`src/rtl/ibex_rf_wb_arbiter.sv`:
```
// ibex_rf_wb_arbiter
//   Owns the single write port of the FPGA register file. After reset (or on
//   init_req_i) it scrubs registers 1..NUM-1 with InitVal, then arbitrates
//   between two writeback requesters:
//     A - execute-stage result, default priority
//     B - load/store result, wins after MaxWait consecutive denied cycles
//   Ports:
//     clk_i, rst_i          clock, asynchronous active-high reset
//     init_req_i            restart scrub (sampled only while arbitrating)
//     busy_o                high while scrubbing
//     a_req/addr/data_i     requester A write request, a_gnt_o same-cycle grant
//     b_req/addr/data_i     requester B write request, b_gnt_o same-cycle grant
//     waddr_o/wdata_o/we_o  registered register-file write port
module ibex_rf_wb_arbiter #(
  parameter bit                   RV32E     = 1'b0,
  parameter int unsigned          DataWidth = 32,
  parameter logic [DataWidth-1:0] InitVal   = '0,
  parameter int unsigned          MaxWait   = 3
) (
  input  logic                 clk_i,
  input  logic                 rst_i,
  input  logic                 init_req_i,
  output logic                 busy_o,
  input  logic                 a_req_i,
  input  logic [4:0]           a_addr_i,
  input  logic [DataWidth-1:0] a_data_i,
  output logic                 a_gnt_o,
  input  logic                 b_req_i,
  input  logic [4:0]           b_addr_i,
  input  logic [DataWidth-1:0] b_data_i,
  output logic                 b_gnt_o,
  output logic [4:0]           waddr_o,
  output logic [DataWidth-1:0] wdata_o,
  output logic                 we_o
);

  localparam logic [4:0] LastReg   = RV32E ? 5'd15 : 5'd31;
  localparam logic [3:0] MaxWaitC  = 4'(MaxWait);

  typedef enum logic {
    StInit,
    StArb
  } state_e;

  state_e                 state_q, state_d;
  logic [4:0]             cnt_q, cnt_d;
  logic [3:0]             wait_cnt_q, wait_cnt_d;
  logic [4:0]             waddr_q, waddr_d;
  logic [DataWidth-1:0]   wdata_q, wdata_d;
  logic                   we_q, we_d;

  logic                   b_prio;
  logic [4:0]             sel_addr;
  logic [DataWidth-1:0]   sel_data;

  always_comb begin
    state_d    = state_q;
    cnt_d      = cnt_q;
    wait_cnt_d = wait_cnt_q;
    waddr_d    = waddr_q;
    wdata_d    = wdata_q;
    we_d       = 1'b0;
    a_gnt_o    = 1'b0;
    b_gnt_o    = 1'b0;
    b_prio     = 1'b0;
    sel_addr   = '0;
    sel_data   = '0;

    unique case (state_q)
      StInit: begin
        // Register 0 is skipped: cnt starts at 1 and wraps back to 1.
        waddr_d = cnt_q;
        wdata_d = InitVal;
        we_d    = 1'b1;
        if (cnt_q == LastReg) begin
          state_d = StArb;
          cnt_d   = 5'd1;
        end else begin
          cnt_d = cnt_q + 5'd1;
        end
      end

      StArb: begin
        if (init_req_i) begin
          state_d = StInit;
        end else begin
          b_prio = (wait_cnt_q == MaxWaitC);
          if (b_req_i && (b_prio || !a_req_i)) begin
            b_gnt_o = 1'b1;
          end else if (a_req_i) begin
            a_gnt_o = 1'b1;
          end

          if (b_gnt_o) begin
            sel_addr = b_addr_i;
            sel_data = b_data_i;
          end else begin
            sel_addr = a_addr_i;
            sel_data = a_data_i;
          end

          // Writes to x0 (and x16..x31 on RV32E) are accepted but dropped.
          if (a_gnt_o || b_gnt_o) begin
            waddr_d = sel_addr;
            wdata_d = sel_data;
            we_d    = (sel_addr != 5'd0) && !(RV32E && sel_addr[4]);
          end

          if (b_req_i && !b_gnt_o) begin
            if (wait_cnt_q != MaxWaitC) begin
              wait_cnt_d = wait_cnt_q + 4'd1;
            end
          end else begin
            wait_cnt_d = '0;
          end
        end
      end

      default: state_d = StInit;
    endcase
  end

  always_ff @(posedge clk_i or posedge rst_i) begin
    if (rst_i) begin
      state_q    <= StInit;
      cnt_q      <= 5'd1;
      wait_cnt_q <= '0;
      waddr_q    <= '0;
      wdata_q    <= '0;
      we_q       <= 1'b0;
    end else begin
      state_q    <= state_d;
      cnt_q      <= cnt_d;
      wait_cnt_q <= wait_cnt_d;
      waddr_q    <= waddr_d;
      wdata_q    <= wdata_d;
      we_q       <= we_d;
    end
  end

  assign busy_o  = (state_q == StInit);
  assign waddr_o = waddr_q;
  assign wdata_o = wdata_q;
  assign we_o    = we_q;

endmodule

```
`config.mk`:
```
export PLATFORM = sky130hd
export DESIGN_NAME = ibex_rf_wb_arbiter
export DESIGN_NICKNAME = d
export VERILOG_FILES = /design/src/rtl/ibex_rf_wb_arbiter.sv
export SDC_FILE = /design/constraint.sdc
export NUM_CORES = 1
export LEC_CHECK = 0
export BUFFER_PORTS_ARGS = -buffer_cell sky130_fd_sc_hd__buf_2
export CORE_ASPECT_RATIO = 0.9
export CORE_MARGIN = 2
export CORE_UTILIZATION = 40
export CTS_CLUSTER_DIAMETER = 80
export DETAILED_ROUTE_END_ITERATION = 12
export GPL_ROUTABILITY_DRIVEN = 0
export PLACE_DENSITY_LB_ADDON = 0.15
export SYNTH_ARGS = -nofsm -noshare
export SYNTH_HDL_FRONTEND = slang
export SYNTH_SLANG_ARGS = --single-unit
```
`constraint.sdc`:
```
create_clock -name clk_i -period 2.14 [get_ports clk_i]
set_input_delay 0.107 -clock clk_i [delete_from_list [all_inputs] [get_ports clk_i]]
set_output_delay 0.107 -clock clk_i [all_outputs]
set_load 0.02 [all_outputs]
```
Yosys cells after proc, flatten, opt, wreduce, memory -nomap -nowiden

Cells that the tools add are included.

Equal/unequal tests: 6
Multiplexer cells: 30
Bitwise operators: 2
Reduce and logical (&&, ||, !) cells: 9
$add $sub $neg: 2

Operators by type and width:

| kind                                           | count |
|---|---|
| two-way mux 32 bit                             | 3 |
| case mux 32 bit (2 select lines)               | 1 |
| two-way mux 5 bit                              | 6 |
| two-way mux 1 bit                              | 15 |
| case mux 5 bit (2 select lines)                | 1 |
| two-way mux 4 bit                              | 2 |
| adder 5 x 1 -> 5 bit (second input constant)   | 1 |
| == test 5 bit (second input constant)          | 1 |
| nonzero test 5 bit                             | 1 |
| adder 4 x 1 -> 4 bit (second input constant)   | 1 |
| == test 4 x 2 -> 1 bit (second input constant) | 1 |
| != test 2 x 1 -> 1 bit (second input constant) | 2 |
| != test 4 x 2 -> 1 bit (second input constant) | 1 |
| case mux 1 bit (2 select lines)                | 2 |
| AND reduction 3 bit                            | 1 |
| logical AND 1 bit                              | 2 |
| zero test 1 bit                                | 2 |
| logical OR 1 bit                               | 2 |
| != test 2 bit (second input constant)          | 1 |
| inverter 1 bit                                 | 2 |
| AND reduction 2 bit                            | 1 |

Output and inout bits: 41
Word-level logic and storage cells: 55
Input port bits: 79
Register bits: 48

Longest topological paths before layout

Depth in word-level cells: 13
Mapped depth: 6
Gate-level depth less buffers: 6

Worst setup path before layout

No wires, ideal clock.

Kind: register to register
Start: register wait_cnt_q[0]
End: register waddr_q[3] (netlist: waddr_o[3])
Arrival time: 1.430 ns
Clock period less this slack: 1.550 ns
Buffers on the path: 0
Data required time: 2.020 ns
Setup slack: 0.590 ns
Library setup time: 0.120 ns
Stages on the path, launching flop included: 5
Path through: dfrtp_1 ha_1 or3b_1 a2111o_1 and3_1

Cells in the longest elaborated chain, start to end: 12
Elaborated cells on any way between the ends: 18
Those cells by class: eq/ne: 2; mux: 12; reduce/logical: 4

Ends and longest elaborated chain:

| what                            | line | source |
|---|---|---|
| start: declaration              | 47   | `logic [3:0] wait_cnt_q, wait_cnt_d;` |
| start signal: assignment        | 134  | `wait_cnt_q <= wait_cnt_d;` |
| == test 4 x 2 -> 1 bit *        | 87   | `b_prio = (wait_cnt_q == MaxWaitC);` |
| logical OR 1 bit *              | 88   | `if (b_req_i && (b_prio \|\| !a_req_i)) begin` |
| logical AND 1 bit *             | 88   |  |
| two-way mux 1 bit               | 88   |  |
| two-way mux 1 bit               | 84   | `if (init_req_i) begin` |
| two-way mux 1 bit               | 69   | `unique case (state_q)` |
| two-way mux 5 bit               | 94   | `if (b_gnt_o) begin` |
| two-way mux 5 bit               | 84   |  |
| two-way mux 5 bit               | 69   |  |
| two-way mux 5 bit               | 103  | `if (a_gnt_o \|\| b_gnt_o) begin` |
| two-way mux 5 bit               | 84   |  |
| case mux 5 bit (2 select lines) | 69   |  |
| end signal: assignment          | 135  | `waddr_q <= waddr_d;` |
| end: declaration                | 48   | `logic [4:0] waddr_q, waddr_d;` |

Every way passes the cells marked *; elsewhere a longest branch is shown, timed or not. The select of a mux whose other input is x is not followed.
A chain may end at the register's enable or synchronous reset.

Worst setup path after layout

Start: register wait_cnt_q[0]
End: output a_gnt_o

Cells in the longest elaborated chain, start to end: 8

Ends and longest elaborated chain:

| what                   | line | source |
|---|---|---|
| == test 4 x 2 -> 1 bit | 87   |  |
| logical OR 1 bit       | 88   |  |
| logical AND 1 bit      | 88   |  |
| two-way mux 1 bit      | 88   |  |
| two-way mux 1 bit      | 84   |  |
| two-way mux 1 bit      | 69   |  |
| two-way mux 1 bit      | 84   |  |
| two-way mux 1 bit      | 69   |  |
| end: declaration       | 27   | `output logic a_gnt_o,` |

Every way passes these cells. The select of a mux whose other input is x is not followed.

==> flow_metrics.tcl <==
set metrics [dict create \
    outcome "complete, no violations" \
    path_clk_slew_ns 0.08 \
    cp-start-kind "flip-flop" \
    use_met1_pct 29.61 \
    relSlewSlack_pct 57.03 \
    p_seq_share_pct 41.9 \
    cp_max_fo 9 \
    placed_cell_area_sq_um 3226 \
    yosysMostFrequentCell "dfrtp_1" \
    cp.arrival_ns 1.89 \
    final-setup-viol-count 0 \
    yosysSeqAreaShare_pct 46.67 \
    period_minus_slack_ns 1.994 \
    synth_cell_types 39 \
    die_y_um 80.14 \
    path_class "flip-flop to primary output" \
    synth.top_cell.area_share_pct 45.65 \
    synthArstFlopShare_pct 100.0 \
    antenna_found_initial 0 \
    ioPinCount 120 \
    hold_class "input pin to flip-flop" \
    synthesis.instances 276 \
    cts_sinks 48 \
    clkPwrFrac_pct 21.7 \
    grt_max_degree 31 \
    rows 27 \
    initial_core_util_pct 41.67 \
    timing.final.hold_violations 0 \
    peakVddDrop_v 0.0003587 \
    p_int_mw 1.870 \
    grt.busiest_layer "met2" \
    die_w_um 88.60 \
    synth_edf_count 0 \
    clk_path_buf_depth 2 \
    routed_wl_mm 7.050 \
    drv_slew 0 \
    timing.final.ws_setup_ns 0.1457 \
    nNetsFinal 471 \
    die_area_sq_um 7100 \
    grtUsageTotal_pct 20.65 \
    gr-usage-met2_pct 32.48 \
    synth_nets 358 \
    finish.instance_area_sq_um 3343 \
    maxCapViolCount 0 \
    synth_top_area_cell "dfrtp_1" \
    ys_ff_latch 48 \
    end_kind "primary output" \
    tightest_slew_ns 0.6436 \
    postSynthAreaPerCell_sq_um 9.334 \
    syn2layout_area_growth_pct 29.77 \
    synthTopCellsByArea "dfrtp_1 (46%), o221ai_1 (11%), nand3_1 (7.0%)" \
    cts_tree "built" \
    max_freq_mhz 501.4 \
    cts_root_buffer "clkbuf_8" \
    worst_clock_skew_ns 0.009558 \
    cp_cell_sequence "ha_1 -> nand4bb_1 -> nand2_1 -> nor2_1 -> buf_2" \
    p_sw_share_pct 36.68 \
    rsz0062_at_grt "no" \
    power_frac_comb_pct 36.3 \
    final.setup.tns_ns 0 \
    use_met3_pct 3.597 \
    finalPower_mw 2.954 \
    power_density_nw_per_um2 883.5 \
    place_hpwl_mm 5.126 \
    grt_pass1_wl_mm 11.34 \
    synth_warnings 0 \
    cp_num_buf_inv 1 \
    htree_levels 2 \
    ant_nets 0 \
    power.switching_mw 1.083 \
    drt_first_pass_iters 4 \
    fin_crit_sh_pct 93.19 \
    synth_common_cells "dfrtp_1 (47), inv_1 (37), nand3_1 (36), nand2_1 (35), o221ai_1 (31)" \
    overflow 0 \
    crit_slowest_cell "dfrtp_1" \
    io_buffers 119 \
    dpl_worst_slack_ns 0.3807 \
    synthFlopType "dfrtp_1" \
    post_cts_buffers 0 \
    clk_latency_ns 0.30 \
    num_vias 2500 \
    cp_data_required_time_ns 2.03 \
    drt_iter0_markers 171 \
    cp_slowest_stage_delay_ns 0.40 \
    antennaDiodeCount 0 \
    avgViaCountPerCell 5.241 \
    drive_above_1_share_pct 37.95 \
    first_global_vias 2359 \
    core_sq_um 6182 \
    cts_made_buffers 5 \
    p_leak_nw 1.743 \
    remaining_drc_errors 0 \
    synth_area_sq_um 2576 \
    wl_per_cell_um 14.78 \
    crit_family "simple AND/OR/NAND/NOR gates" \
]
[final cells by class]
class / instances / area [sq um]
Inverter: 37 / 138.9
Multi-Input combinational cell: 167 / 1079
Sequential cell: 48 / 1204
Timing Repair Buffer: 130 / 705.7
Clock inverter: 2 / 35.03
Fill cell: 602 / 2839
Tap cell: 87 / 108.9
Clock buffer: 6 / 72.57
[final timing paths]
path                          startpoint     endpoint  slack, ns  cells after the start
setup / recovery           wait_cnt_q[0]      a_gnt_o       0.15                      5
hold / removal              b_data_i[16]  wdata_o[16]       0.07                      3
setup reg to reg           wait_cnt_q[0]  wdata_o[11]       0.37                      5
hold reg to reg              wdata_o[18]  wdata_o[18]       0.51                      2
max in group asynchronous          rst_i     cnt_q[0]       1.09                      4
min in group asynchronous          rst_i  wdata_o[30]       0.43                      3
[power by group through the flow]
stage | clock (mW) | sequential, mW | combinational (mW)
6_report | 0.642 | 1.24 | 1.07
3_5_place_dp | 0 | 1.26 | 1.08
5_1_grt | 0.700 | 1.26 | 1.20
4_1_cts | 0.663 | 1.24 | 1.08
3_3_place_gp | 0 | 1.26 | 1.06
2_1_floorplan | 0 | 1.35 | 0.639
[through the flow]
stage	instances	hold WS (ns)	utilization, %
final	477	0.07119	54.08
after global routing	477	0.07052	54.08
after CTS	477	0.06150	54.08
after detailed placement	468	0.2346	52.18
after global placement	468	0.2284	52.18
after floorplan	276	0.1977	-
[cells in the final DEF, fill, tap and decap left out, types with 2 or more instances in the layout]
| cell type | instances |
|---|---|
| a31oi_1 | 6 |
| buf_2 | 119 |
| dfrtp_1 | 46 |
| or4_1 | 2 |
| mux2_2 | 3 |
| clkbuf_8 | 5 |
| buf_4 | 8 |
| o21ai_0 | 6 |
| buf_12 | 2 |
| o221ai_1 | 31 |
| o2111ai_1 | 4 |
| nand2_1 | 35 |
| nand3_1 | 36 |
| and3_1 | 2 |
| nor3_1 | 3 |
| nor2_1 | 4 |
| ha_1 | 3 |
| a22o_1 | 2 |
| nor2b_1 | 5 |
| nand2b_1 | 2 |
| nand4_1 | 6 |
| inv_1 | 36 |
[cell families after synthesis]
group           Yosys count  share of synthesized area (%)
simple gates            102                          20.16
buf+inv                  61                          11.90
compound gates           58                          18.12
flops                    48                          46.67
mux                       4                          1.700
fa+ha+maj                 3                          1.457
[worst reg2reg max path, stage by stage (launching register included)]
cell and delay [ns]:
dfrtp_1 0.37, ha_1 0.23, nand4bb_1 0.26, nand2_1 0.43, buf_12 0.23, o221ai_1 0.13
[metal layers]
metal  vias to the layer above  share of wire [%]
li1                       1218                  -
met1                      1168                 45
met2                       108                 47
met3                         6                6.9
met4                         0               0.87
met5                         -                  0
[flip-flops by register name (all words and copies together), names as in the netlist]
signal	count
wdata_o	32
cnt_q	5
waddr_o	5
wait_cnt_q	4
state_q	1
we_o	1
[timing repair]
item,CTS,global route
hold endpoints to repair,27,0
gates resized for setup,0,0
hold buffers,1,0
No activity file was read; power rests on OpenSTA's default activity.
